$ cat src/rtl/kf8255_initiator_pkg.sv
// Shared types and constants for the KF8255 bus initiator.
// Includes control-word fields used by PPI init logic.
package kf8255_initiator_pkg;

  typedef enum logic [1:0] {
    ST_IDLE,
    ST_SETUP,
    ST_STROBE,
    ST_HOLD
  } state_e;

  localparam logic [1:0] PORT_A  = 2'd0;
  localparam logic [1:0] PORT_B  = 2'd1;
  localparam logic [1:0] PORT_C  = 2'd2;
  localparam logic [1:0] CONTROL = 2'd3;

  localparam int         CW_MODE_SET_BIT = 7;
  localparam logic [7:0] CW_MODE_SET     = 8'h80;

  localparam logic [1:0] GRPA_MODE0 = 2'b00;
  localparam logic [1:0] GRPA_MODE1 = 2'b01;
  localparam logic [1:0] GRPA_MODE2 = 2'b10;
  localparam logic       GRPB_MODE0 = 1'b0;
  localparam logic       GRPB_MODE1 = 1'b1;

  localparam logic PORT_OUT = 1'b0;
  localparam logic PORT_IN  = 1'b1;

  function automatic int max3(
    input int a,
    input int b,
    input int c
  );
    int m;
    m = a;
    if (b > m) m = b;
    if (c > m) m = c;
    return m;
  endfunction

endpackage

$ cat src/rtl/kf8255_bus_initiator_if.sv
// Request/response handshake and 8255 bus pins.
// master = initiator view, slave = requester/PPI view.
interface kf8255_bus_initiator_if;
  logic       req_valid;
  logic       req_ready;
  logic       req_write;
  logic [1:0] req_address;
  logic [7:0] req_data;
  logic       rsp_valid;
  logic [7:0] rsp_data;
  logic       chip_select_n;
  logic       read_n;
  logic       write_n;
  logic [1:0] address;
  logic [7:0] data_bus_out;
  logic       data_bus_io;
  logic [7:0] data_bus_in;

  modport master (
    input  req_valid, req_write,
    input  req_address, req_data,
    input  data_bus_in,
    output req_ready, rsp_valid, rsp_data,
    output chip_select_n, read_n, write_n,
    output address, data_bus_out,
    output data_bus_io
  );

  modport slave (
    output req_valid, req_write,
    output req_address, req_data,
    output data_bus_in,
    input  req_ready, rsp_valid, rsp_data,
    input  chip_select_n, read_n, write_n,
    input  address, data_bus_out,
    input  data_bus_io
  );
endinterface

$ cat src/rtl/kf8255_initiator_timer.sv
// Loadable phase down-counter; stops at 1.
// o_tc flags the last cycle of the current phase.
module kf8255_initiator_timer #(
  parameter int W = 2
) (
  input  logic         i_clk,
  input  logic         i_rst_n,
  input  logic         i_load,
  input  logic [W-1:0] i_value,
  output logic         o_tc
);

  logic [W-1:0] r_count;

  // reload per phase, otherwise count down and park at 1
  always_ff @(posedge i_clk or negedge i_rst_n) begin
    if (!i_rst_n) begin
      r_count <= '0;
    end else if (i_load) begin
      r_count <= i_value;
    end else if (r_count > W'(1)) begin
      r_count <= r_count - W'(1);
    end
  end

  assign o_tc = (r_count == W'(1));

endmodule

$ cat src/rtl/kf8255_bus_initiator.sv
// 8255 bus-cycle sequencer: one request in,
// one timed CS#/RD#/WR# cycle out, one response strobe.
module kf8255_bus_initiator
  import kf8255_initiator_pkg::*;
#(
  parameter int SETUP_CYCLES = 1,
  parameter int PULSE_CYCLES = 2,
  parameter int HOLD_CYCLES  = 1
) (
  input logic clock,
  input logic reset_n,
  kf8255_bus_initiator_if.master bus
);

  localparam int CW = $clog2(
    max3(SETUP_CYCLES, PULSE_CYCLES, HOLD_CYCLES) + 1);

  state_e     r_state;
  logic       r_req_ready;
  logic       r_rsp_valid;
  logic [7:0] r_rsp_data;
  logic       r_cs_n;
  logic       r_rd_n;
  logic       r_wr_n;
  logic [1:0] r_addr;
  logic [7:0] r_dout;
  logic       r_io;
  logic       r_write;

  state_e     w_state_nxt;
  logic       w_load;
  logic [CW-1:0] w_load_val;
  logic       w_tc;
  logic       w_rdy;
  logic       w_rv;
  logic [7:0] w_rdata;
  logic       w_cs_n;
  logic       w_rd_n;
  logic       w_wr_n;
  logic [1:0] w_addr;
  logic [7:0] w_dout;
  logic       w_io;
  logic       w_write;

  kf8255_initiator_timer #(
    .W (CW)
  ) u_timer (
    .i_clk   (clock),
    .i_rst_n (reset_n),
    .i_load  (w_load),
    .i_value (w_load_val),
    .o_tc    (w_tc)
  );

  // next state and next registered outputs
  always_comb begin
    w_state_nxt = r_state;
    w_load      = 1'b0;
    w_load_val  = '0;
    w_rdy       = r_req_ready;
    w_rv        = 1'b0;
    w_rdata     = r_rsp_data;
    w_cs_n      = r_cs_n;
    w_rd_n      = r_rd_n;
    w_wr_n      = r_wr_n;
    w_addr      = r_addr;
    w_dout      = r_dout;
    w_io        = r_io;
    w_write     = r_write;
    unique case (r_state)
      ST_IDLE: begin
        if (bus.req_valid) begin
          w_state_nxt = ST_SETUP;
          w_load      = 1'b1;
          w_load_val  = CW'(SETUP_CYCLES);
          w_rdy       = 1'b0;
          w_cs_n      = 1'b0;
          w_addr      = bus.req_address;
          w_write     = bus.req_write;
          w_io        = bus.req_write;
          w_dout      = bus.req_write ? bus.req_data : 8'h00;
        end
      end
      ST_SETUP: begin
        if (w_tc) begin
          w_state_nxt = ST_STROBE;
          w_load      = 1'b1;
          w_load_val  = CW'(PULSE_CYCLES);
          w_rd_n      = r_write;
          w_wr_n      = ~r_write;
        end
      end
      ST_STROBE: begin
        if (w_tc) begin
          w_state_nxt = ST_HOLD;
          w_load      = 1'b1;
          w_load_val  = CW'(HOLD_CYCLES);
          w_rd_n      = 1'b1;
          w_wr_n      = 1'b1;
          if (!r_write) w_rdata = bus.data_bus_in;
        end
      end
      ST_HOLD: begin
        if (w_tc) begin
          w_state_nxt = ST_IDLE;
          w_rdy       = 1'b1;
          w_rv        = 1'b1;
          w_cs_n      = 1'b1;
          w_addr      = 2'd0;
          w_dout      = 8'h00;
          w_io        = 1'b0;
        end
      end
      default: w_state_nxt = ST_IDLE;
    endcase
  end

  // state and output registers; reset idles the bus at once
  always_ff @(posedge clock or negedge reset_n) begin
    if (!reset_n) begin
      r_state     <= ST_IDLE;
      r_req_ready <= 1'b1;
      r_rsp_valid <= 1'b0;
      r_rsp_data  <= 8'h00;
      r_cs_n      <= 1'b1;
      r_rd_n      <= 1'b1;
      r_wr_n      <= 1'b1;
      r_addr      <= 2'd0;
      r_dout      <= 8'h00;
      r_io        <= 1'b0;
      r_write     <= 1'b0;
    end else begin
      r_state     <= w_state_nxt;
      r_req_ready <= w_rdy;
      r_rsp_valid <= w_rv;
      r_rsp_data  <= w_rdata;
      r_cs_n      <= w_cs_n;
      r_rd_n      <= w_rd_n;
      r_wr_n      <= w_wr_n;
      r_addr      <= w_addr;
      r_dout      <= w_dout;
      r_io        <= w_io;
      r_write     <= w_write;
    end
  end

  assign bus.req_ready     = r_req_ready;
  assign bus.rsp_valid     = r_rsp_valid;
  assign bus.rsp_data      = r_rsp_data;
  assign bus.chip_select_n = r_cs_n;
  assign bus.read_n        = r_rd_n;
  assign bus.write_n       = r_wr_n;
  assign bus.address       = r_addr;
  assign bus.data_bus_out  = r_dout;
  assign bus.data_bus_io   = r_io;

endmodule

$ cat src/flat_wrapper.sv
// flat-port wrapper written by rule: the top's interface ports become plain ports
module kf8255_bus_initiator_flat import kf8255_initiator_pkg::*;
#(
  parameter int SETUP_CYCLES = 1,
  parameter int PULSE_CYCLES = 2,
  parameter int HOLD_CYCLES  = 1
)
  (clock, reset_n, bus_req_valid, bus_req_write, bus_req_address, bus_req_data, bus_data_bus_in, bus_req_ready, bus_rsp_valid, bus_rsp_data, bus_chip_select_n, bus_read_n, bus_write_n, bus_address, bus_data_bus_out, bus_data_bus_io);
  kf8255_bus_initiator_if bus_i ();
  input logic clock;
  input logic reset_n;
  input wire logic [$bits(bus_i.req_valid)-1:0] bus_req_valid;
  input wire logic [$bits(bus_i.req_write)-1:0] bus_req_write;
  input wire logic [$bits(bus_i.req_address)-1:0] bus_req_address;
  input wire logic [$bits(bus_i.req_data)-1:0] bus_req_data;
  input wire logic [$bits(bus_i.data_bus_in)-1:0] bus_data_bus_in;
  output wire logic [$bits(bus_i.req_ready)-1:0] bus_req_ready;
  output wire logic [$bits(bus_i.rsp_valid)-1:0] bus_rsp_valid;
  output wire logic [$bits(bus_i.rsp_data)-1:0] bus_rsp_data;
  output wire logic [$bits(bus_i.chip_select_n)-1:0] bus_chip_select_n;
  output wire logic [$bits(bus_i.read_n)-1:0] bus_read_n;
  output wire logic [$bits(bus_i.write_n)-1:0] bus_write_n;
  output wire logic [$bits(bus_i.address)-1:0] bus_address;
  output wire logic [$bits(bus_i.data_bus_out)-1:0] bus_data_bus_out;
  output wire logic [$bits(bus_i.data_bus_io)-1:0] bus_data_bus_io;
  assign bus_i.req_valid = bus_req_valid;
  assign bus_i.req_write = bus_req_write;
  assign bus_i.req_address = bus_req_address;
  assign bus_i.req_data = bus_req_data;
  assign bus_i.data_bus_in = bus_data_bus_in;
  assign bus_req_ready = bus_i.req_ready;
  assign bus_rsp_valid = bus_i.rsp_valid;
  assign bus_rsp_data = bus_i.rsp_data;
  assign bus_chip_select_n = bus_i.chip_select_n;
  assign bus_read_n = bus_i.read_n;
  assign bus_write_n = bus_i.write_n;
  assign bus_address = bus_i.address;
  assign bus_data_bus_out = bus_i.data_bus_out;
  assign bus_data_bus_io = bus_i.data_bus_io;
  kf8255_bus_initiator #(.SETUP_CYCLES(SETUP_CYCLES), .PULSE_CYCLES(PULSE_CYCLES), .HOLD_CYCLES(HOLD_CYCLES)) u_core (.clock(clock), .reset_n(reset_n), .bus(bus_i));
endmodule
$ cat config.mk
export PLATFORM = sky130hd
export DESIGN_NAME = kf8255_bus_initiator_flat
export DESIGN_NICKNAME = d
export VERILOG_FILES = /design/src/rtl/kf8255_initiator_pkg.sv /design/src/rtl/kf8255_bus_initiator_if.sv /design/src/rtl/kf8255_initiator_timer.sv /design/src/rtl/kf8255_bus_initiator.sv /design/src/flat_wrapper.sv
export SDC_FILE = /design/constraint.sdc
export NUM_CORES = 1
export LEC_CHECK = 0
export CORE_UTILIZATION = 33
export CTS_CLUSTER_SIZE = 28
export DETAILED_ROUTE_END_ITERATION = 10
export PLACE_DENSITY = 0.59
export SYNTH_ARGS = -nofsm -noshare
export SYNTH_HDL_FRONTEND = slang
export SYNTH_HIERARCHICAL = 1
export SYNTH_SLANG_ARGS = --single-unit
export TNS_END_PERCENT = 50
$ cat constraint.sdc
create_clock -name clock -period 4.31 [get_ports clock]
set_clock_uncertainty 0.05 [all_clocks]
set_input_delay 0.862 -clock clock [delete_from_list [all_inputs] [get_ports clock]]
set_output_delay 0.862 -clock clock [all_outputs]
set_load 0.05 [all_outputs]
Word-level counts from Yosys, hierarchy flattened
Index checks and enable logic that the tools add are counted.
Widths: inputs -> output; s select.
{"block": "word_totals", "register_bits": 28, "latch_bits": 0, "mem_bits_rw": 0, "romBits": 0, "out_inout_bits": 24, "word_cells": 63, "memories": 0}
{"block": "classes", "n_addsub": 1, "mul": 0, "div": 0, "order_cmp": 1, "n_eq_ne": 8, "shift": 0, "n_mux": 31, "bitwise_logic": 1, "n_reduce_logical": 10}
{"operator": "$mux 8", "count": 3}
{"operator": "$mux 2", "count": 8}
{"operator": "$pmux 8 s2", "count": 1}
{"operator": "$mux 1", "count": 11}
{"operator": "$pmux 1 s2", "count": 5}
{"operator": "$reduce_and 3->1", "count": 3}
{"operator": "$ne 2x2->1 const B", "count": 4}
{"operator": "$pmux 2 s4", "count": 1}
{"operator": "$pmux 2 s3", "count": 1}
{"operator": "$reduce_bool 2->1", "count": 3}
{"operator": "$eq 2x1->1 const B", "count": 2}
{"operator": "$eq 2x2->1 const B", "count": 2}
{"operator": "$pmux 2 s2", "count": 1}
{"operator": "$reduce_and 4->1", "count": 1}
{"operator": "$gt 2x1->1 const B", "count": 1}
{"operator": "$logic_not 2->1", "count": 1}
{"operator": "$reduce_and 2->1", "count": 1}
{"operator": "$reduce_or 2->1", "count": 1}
{"operator": "$sub 2x1->2 const B", "count": 1}
{"operator": "$not 1->1", "count": 1}

Longest topological paths before layout
Gate-level depths: netlist of run 1.
{"block": "logic_depth", "depth_word": 4, "depth_mapped": 6, "ltp_nobuf": 6}

Hierarchy
The synthesis of run 1 kept the hierarchy.
{"mod": "kf8255_bus_initiator", "instances": 1, "cells_each": 100, "area_each_um2": 1233.7}
{"mod": "kf8255_initiator_timer", "instances": 1, "cells_each": 11, "area_each_um2": 112.6}

Worst setup path after synthesis of run 1
Ideal clock, no wire load.
{"block": "synth_path", "path_kind": "reg-to-output", "startpoint": "register u_core/bus.chip_select_n (netlist name)", "endpoint": "output port bus_req_ready", "arrival_ps": 928, "required_ps": 3398, "path_slack_ps": 2470, "stages_incl_launch_ff": 2, "n_path_buf": 1, "cell_sequence": "dfstp_2 > buf_4"}
{"item": "to (decl)", "line_no": "flat_wrapper.sv:17", "text": "output wire logic [$bits(bus_i.req_ready)-1:0] bus_req_ready;"}

Worst setup path after layout of run 1
{"block": "layout_path", "startpoint": "register u_core.r_rd_n, in the netlist u_core/bus.read_n", "endpoint": "output port bus_read_n"}
{"item": "from (decl)", "line_no": "kf8255_bus_initiator.sv:23", "text": "logic r_rd_n;"}
{"item": "from (signal assigned)", "line_no": "kf8255_bus_initiator.sv:138", "text": "r_rd_n <= w_rd_n;"}
{"item": "to (decl)", "line_no": "flat_wrapper.sv:21", "text": "output wire logic [$bits(bus_i.read_n)-1:0] bus_read_n;"}
No word-level cell between the ends.

==> summary.txt, run 1 <==
CTS
  – Setup Fix Bufs, Post-CTS: 0
  – PostCTS Resize Cnt: 0
  – CTS Buffer Depth: 2
  – Clock sinks: 28
  – Post-CTS Hold Buffers: 0
  – H-tree depth: 1
  – Num CTS Buffers: 3
  – Clock Pin Slew Worst Setup and Hold Paths: roughly 0.09 ns
  – Skew-Pair Late Insertion Delay: 0.28 ns
  – TritonCTS clock tree: yes
  – Root buffer cell: clkbuf_8

Global route
  – Largest net degree at the start of global routing: 24
  – Overflow after GRT: 0
  – Initial antenna violation count: 0
  – Total track usage: 0.1424
  – First-pass GRT wire length: roughly 4600 µm
  – Vias in the first global route: 1005

Routing
  – Vias: 974
  – DR iter-0 viols: 38
  – Post-DRT Antenna Nets: 0
  – Routed WL: between 2000 and 3000 µm
  – Via-per-instance ratio: 4.705
  – Remaining DRCs: 0
  – TritonRoute pass-1 iters: 4
  – Routed len/inst: 13.38 µm

STA
  – Final worst-path cycle share: 0.5923
  – Fin. Hold Viols: 0
  – Worst Max-Slew Pin Slew: 0.9845 ns
  – Setup TNS: 0 ns
  – Min cycle time layout: 2.553 ns
  – # setup viols final: 0
  – Max Freq: between 300 and 400 MHz
  – Max Slew Vio Count: 0
  – RSZ-0062 raised after global routing: no
  – Normalized max-slew margin: 0.3416

Synthesis
  – Number of synthesized flops with an enable pin: 0
  – Synth cell count leaders: 25 x dfrtp_1, 12 x nand2_1, 11 x inv_1
  – Cells after Synth: 111
  – Largest cells by area after synthesis: dfrtp_1 46%, mux2_4 8.9%, ha_1 7.4%, mux2i_1 5.9%, dfstp_2 5.9%
  – Most frequent cell after synthesis: dfrtp_1
  – Ys async rst share: 1.000
  – Post-Syn Nets: 141
  – Synth Cell Area: about 1300 µm²
  – Number of distinct library cells after synthesis: 29
  – Post-synth top area share: 0.4647
  – Mean post-synth cell area: between 10 and 15 µm²
  – Synth area leader: dfrtp_1
  – Post-synth top flop: dfrtp_1
  – Synth Warn #: 6
  – Flops & latches, synth: 28
  – Register area share after synthesis: 0.5232

Flow run
  – Max-cap violations: 0

Pwr
  – Peak VDD IR: 0.4128 mV
  – Cell leakage power: 0.0008895 µW
  – Power Dens Cells: 835.8 nW/µm²

Setup path
  – Worst-path cell chain: clkdlybuf4s50_1
  – Worst setup SP type: register
  – CP Capture Type: output pin
  – CP bufs+invs: 1
  – Critical Path AT: 1.64 ns
  – Crit-path max FO: 3
  – CP Class: register to output pin
  – Crit-path max cell delay: 0.80 ns
  – Crit-path slowest cell: clkdlybuf4s50_1
  – Delay-heaviest family, CP: buffers and inverters
  – CP required: 3.40 ns

Place
  – Port bufs: between 40 and 50
  – GP Congestion: 0.7556
  – DP HPWL: roughly 2100 µm

Run status
  – Status: completed

Cells and area
  – Nets: 190
  – Area grow syn2layout: 42.66%
  – # fillers: 332
  – Antenna cells: 0
  – Share of layout cells above drive strength 1: 0.1195
  – Final core occ: 0.5056

Floorplanning
  – Core Region: ~3800 µm²
  – Row cnt: 22
  – Initial core utilization: 0.3544
  – Die H: 65.87 µm
  – Die ar.: ~4300 µm²
  – Die width: 65.87 µm
  – I/O pin count: 46

Worst hold path
  – Worst min-delay path class: register to register
[final cells by class]
class                      count  area, µm²  share of cell area
inverter                      11      41.29             0.02150
multi-input combinational     70      585.6              0.3049
clock inverter                 1      30.03             0.01564
sequential                    28      704.4              0.3668
clock buffer                   3      41.29             0.02150
timing repair buffer          46      457.9              0.2384
tap                           48      60.06             0.03127
[metrics by stage]
stage / setup WS [ns] / cells / hold slack (ns) / total power (µW) / cell area [µm²]
after global placement: 2.020 / 203 / 0.4103 / 1397 / 1849
after floorplan: 2.470 / 111 / 0.4356 / 1137 / 1346
after detailed placement: 1.963 / 203 / 0.4166 / 1412 / 1849
final: 1.757 / 207 / 0.4255 / 1605 / 1921
after CTS: 1.740 / 207 / 0.4305 / 1622 / 1921
after global routing: 1.713 / 207 / 0.4525 / 1709 / 1921
[report_power, final]
part | switching, µW | leakage, µW | internal, µW
logic | 573 | 0.000507 | 374
clock network | 80.9 | 0.0000357 | 124
registers | 70.4 | 0.000347 | 382
total | 724 | 0.000889 | 881
[worst min-delay path, delay by kind of cell (launching register included)]
kind               cells  cell delay (ns)
and+or+nand+nor        1             0.04
DFF                    1             0.38
AOI/OAI and AO/OA      1             0.05
[cell usage in the layout (no fill, tap or decap)]
| master | count |
|---|---|
| o21ai_1 | 2 |
| mux2_2 | 1 |
| mux2_4 | 8 |
| bufinv_16 | 1 |
| a21oi_1 | 4 |
| dfrtp_1 | 25 |
| nor4b_1 | 1 |
| ha_1 | 8 |
| inv_1 | 11 |
| buf_4 | 1 |
| nor2b_1 | 3 |
| nor3_1 | 1 |
| nand2b_1 | 2 |
| clkbuf_8 | 3 |
| o211ai_1 | 1 |
| a221o_1 | 1 |
| o21ai_0 | 3 |
| dfstp_2 | 3 |
| a22o_1 | 3 |
| o22a_1 | 1 |
| nand2_1 | 12 |
| and2b_4 | 1 |
| and2_1 | 1 |
| a32o_1 | 1 |
| and3b_1 | 1 |
| or2b_1 | 1 |
| nand2_4 | 1 |
| clkdlybuf4s50_1 | 45 |
| mux2i_1 | 8 |
| o211a_1 | 1 |
| nor2_1 | 3 |
| mux2_1 | 1 |
[layer usage]
layer | vias to the layer above | global-route usage | part of all wire
met5 | - | 0 | 0
met4 | 0 | 0.07337 | 0.023
met3 | 5 | 0.02241 | 0.056
met2 | 33 | 0.2513 | 0.48
met1 | 464 | 0.1640 | 0.44
li1 | 472 | - | -
[path summary, 6_finish.rpt]
kind                                                     start                               endpoint  slack (ns)  cells past startpoint
worst max-delay path             u_core/bus.read_n$_DFFE_PN1P_                             bus_read_n        1.76                      1
worst min-delay path            u_core/bus.write_n$_DFFE_PN1P_         u_core/bus.write_n$_DFFE_PN1P_        0.43                      2
worst max register to register   u_core/r_state[0]$_DFFE_PN0P_  u_core/u_timer/r_count[0]$_DFFE_PN0P_        2.45                      6
worst min register to register  u_core/bus.write_n$_DFFE_PN1P_         u_core/bus.write_n$_DFFE_PN1P_        0.43                      2
max in group asynchronous                              reset_n         u_core/bus.write_n$_DFFE_PN1P_        2.40                      2
min in group asynchronous                              reset_n      u_core/bus.address[1]$_DFFE_PN0P_        1.07                      1
[cell families (layout without fill, tap and decap cells)]
logic type               Yosys count  count (layout)  share of synthesized area
multiplexers                      18              18                     0.1654
buffers and inverters             13              61                    0.04182
AO/OA/AOI/OAI                     17              17                    0.08737
flip-flops                        28              28                     0.5232
AND/OR/NAND/NOR                   27              27                     0.1078
adder cells (fa/ha/maj)            8               8                    0.07435
[flip-flops by register name, indices dropped and copies added (netlist names)]
name / count
u_core/bus.address: 2
u_core/bus.rsp_data: 8
u_core/bus.rsp_valid: 1
u_core/bus.write_n: 1
u_core/bus.chip_select_n: 1
u_core/bus.data_bus_io: 1
u_core/bus.data_bus_out: 8
u_core/r_write: 1
u_core/bus.read_n: 1
u_core/r_state: 2
u_core/u_timer/r_count: 2
Note: power is estimated with default switching activity, not from simulation.
==> inputs of run 2 (changes only) <==
--- a/config.mk
+++ b/config.mk
@@ -8,7 +8,7 @@
 export CORE_UTILIZATION = 33
 export CTS_CLUSTER_SIZE = 28
 export DETAILED_ROUTE_END_ITERATION = 10
-export PLACE_DENSITY = 0.59
+export PLACE_DENSITY = 0.62
 export SYNTH_ARGS = -nofsm -noshare
 export SYNTH_HDL_FRONTEND = slang
 export SYNTH_HIERARCHICAL = 1
==> constraint.sdc (replaced) <==
create_clock -name clock -period 2.2 [get_ports clock]
set_clock_uncertainty 0.05 [all_clocks]
set_input_delay 0.44 -clock clock [delete_from_list [all_inputs] [get_ports clock]]
set_output_delay 0.44 -clock clock [all_outputs]
set_load 0.05 [all_outputs]
==> run 2 against run 1 <==
  * Cell count is the same
  * Global-route usage hardly changed
  * Sequential cell count stayed put
  * Combinational power rose by 96%
  * Setup slack worse by 1.7 ns
  * Sequential share of layout area increased by 0.41 points
  * First-iteration DRC count fell by 24%
  * Sequential power grew 96%
  * Cell area down 1.1%
  * Clock power is 54% higher
  * Die area unchanged
  * Non-clock buffer count is the same
  * Largest power group unchanged
==> summary.txt, run 2 (synthesis gave the netlist of run 1 again) <==
Setup path
  – FF-to-FF Start: u_core/r_state[0]$_DFFE_PN0P_
  – Crit-path max cell delay: 0.80 ns (about the same)
  – R2R setup slack: 0.36 ns (-2.09 ns)
  – CP required: 1.71 ns (-1.69 ns)
  – CP Capture Type: output pin
  – Critical Path AT: 1.62 ns (-0.02 ns)
  – Crit-path slowest cell: clkdlybuf4s50_1
  – CP bufs+invs: 1 (unchanged)
  – Worst setup SP type: register
  – Delay-heaviest family, CP: buffers and inverters
  – Worst-path cell chain: clkdlybuf4s50_1
  – Reg2reg end: u_core/u_timer/r_count[0]$_DFFE_PN0P_
  – Crit-path max FO: 3 (unchanged)
  – CP Class: register to output pin
  – R2R depth: 6 (unchanged)

CTS
  – Root buffer cell: clkbuf_8
  – Clock Pin Slew Worst Setup and Hold Paths: 0.09 ns (about the same)
  – Post-CTS Hold Buffers: 0 (unchanged)
  – Clock sinks: 28 (unchanged)
  – H-tree depth: 1 (unchanged)
  – Setup Fix Bufs, Post-CTS: 0 (unchanged)
  – TritonCTS clock tree: yes
  – CTS Buffer Depth: 2 (unchanged)
  – Skew-Pair Late Insertion Delay: 0.27 ns (about the same)
  – PostCTS Resize Cnt: 0 (unchanged)
  – Num CTS Buffers: 3 (unchanged)

Floorplanning
  – Die H: 65.87 µm (unchanged)
  – Row cnt: 22 (unchanged)
  – Die ar.: 4339 µm² (unchanged)
  – I/O pin count: 46 (unchanged)
  – Core Region: 3799 µm² (unchanged)
  – Initial core utilization: 0.3544 (unchanged)
  – Die width: 65.87 µm (unchanged)

Pwr
  – Cell leakage power: 0.0008852 µW (-0.48%)
  – Power Dens Cells: 1612 nW/µm² (+93%)
  – Peak VDD IR: 0.7923 mV (+92%)

Cells and area
  – Area grow syn2layout: 41.08%
  – Area of the multi-input gates: 585.6 µm² (unchanged)
  – Share of layout cells above drive strength 1: 0.1321 (+0.01258)
  – Most frequent cells in the layout: 43 x clkdlybuf4s50_1, 25 x dfrtp_1, 12 x nand2_1, 11 x inv_1
  – # fillers: 343 (+3.3%)
  – Nets: 190 (unchanged)
  – Commonest non-fill, non-tap cell in the layout: clkdlybuf4s50_1
  – Antenna cells: 0 (unchanged)
  – Final core occ: 0.5000 (-0.005599)
  – Register Area: 704.4 µm² (unchanged)

Routing
  – TritonRoute pass-1 iters: 4 (unchanged)
  – Routed WL: 2771 µm (about the same)
  – Via-per-instance ratio: 4.710 (+0.10%)
  – Vias: 975 (+0.10%)
  – Remaining DRCs: 0 (unchanged)
  – DR iter-0 viols: 29 (-24%)
  – Routed len/inst: 13.39 µm (about the same)
  – Post-DRT Antenna Nets: 0 (unchanged)

STA
  – WHS: 0.4248 ns (-0.0006370 ns)
  – Max Slew Vio Count: 0 (unchanged)
  – RSZ-0062 raised after global routing: no
  – Normalized max-slew margin: 0.6628 (+0.3212)
  – Fin. Hold Viols: 0 (unchanged)
  – Final worst-path cycle share: 0.9594
  – # setup viols final: 0 (unchanged)
  – Min cycle time layout: 2.111 ns
  – Worst Max-Slew Pin Slew: 0.5042 ns (-0.4803 ns)
  – Max Freq: between 400 and 500 MHz
  – Setup TNS: 0 ns (unchanged)

Global route
  – Most Crowded Layer GR: met2
  – Total track usage: 0.1426 (+0.0002617)
  – Met2 GRT Util: 0.2411 (-0.01020)
  – Overflow after GRT: 0 (unchanged)
  – Initial antenna violation count: 0 (unchanged)
  – Largest net degree at the start of global routing: 29 (+21%)
  – First-pass GRT wire length: 4754 µm (+3.6%)
  – Met3 Use GR: 0.03103 (+0.008621)
  – M1 GR Usage: 0.1758 (+0.01181)
  – Vias in the first global route: 1073 (+6.8%)

Worst hold path
  – HP Start: u_core/bus.chip_select_n$_DFFE_PN1P_
  – Worst min-delay path class: register to register
  – Worst Hold Path EP: u_core/bus.chip_select_n$_DFFE_PN1P_
  – WHS Path Cells: 2 (unchanged)

Place
  – GP Congestion: 0.7743 (+2.5%)
  – DP HPWL: 2006 µm (-5.0%)
  – Port bufs: 45 (unchanged)

Flow run
  – Max-cap violations: 0 (unchanged)

Run status
  – Status: completed
run 2: cell types whose count changed in the layout (fill, tap and decap cells not counted):
cell	before	now
clkbuf_8	3	4
bufinv_16	1	0
clkdlybuf4s50_1	45	43
buf_4	1	3
run 2: final cells by class:
type,instances,share of cell area
Tap cell,48,0.03162
Sequential cell,28,0.3709
Timing Repair Buffer,46,0.2385
Clock buffer,4,0.02899
Inverter,11,0.02174
Multi-Input combinational cell,70,0.3083
run 2: metrics by stage:
step	power [µW]	area, µm²	cells	worst slack [ns]
3_5_place_dp	2761	1844	203	0.2796
2_1_floorplan	2228	1346	111	0.5561
3_3_place_gp	2721	1844	203	0.3419
5_1_grt	3260	1899	207	0.02368
4_1_cts	3092	1899	207	0.07302
6_report	3062	1899	207	0.08929
run 2: worst max path at each step:
stage | from | end | slack [ns] | cells after the start
6_report | u_core/bus.chip_select_n$_DFFE_PN1P_ | bus_chip_select_n | 0.09 | 1
5_1_grt | u_core/bus.chip_select_n$_DFFE_PN1P_ | bus_chip_select_n | 0.02 | 1
4_1_cts | u_core/bus.chip_select_n$_DFFE_PN1P_ | bus_chip_select_n | 0.07 | 1
3_5_place_dp | bus_req_valid | u_core/u_timer/r_count[0]$_DFFE_PN0P_ | 0.28 | 5
3_3_place_gp | bus_req_valid | u_core/u_timer/r_count[0]$_DFFE_PN0P_ | 0.34 | 5
2_1_floorplan | u_core/r_state[0]$_DFFE_PN0P_ | u_core/u_timer/r_count[0]$_DFFE_PN0P_ | 0.56 | 6
run 2: power by group:
group	switching [µW]	internal, µW	leakage [µW]
clock	155	160	0.0000288
combinational	1130	729	0.000510
sequential	141	749	0.000347
run 2: per-layer routing:
layer / vias up / share of wire
met1: 465 / 0.46
met3: 4 / 0.062
met2: 36 / 0.46
li1: 470 / -
met5: - / 0
met4: 0 / 0.011
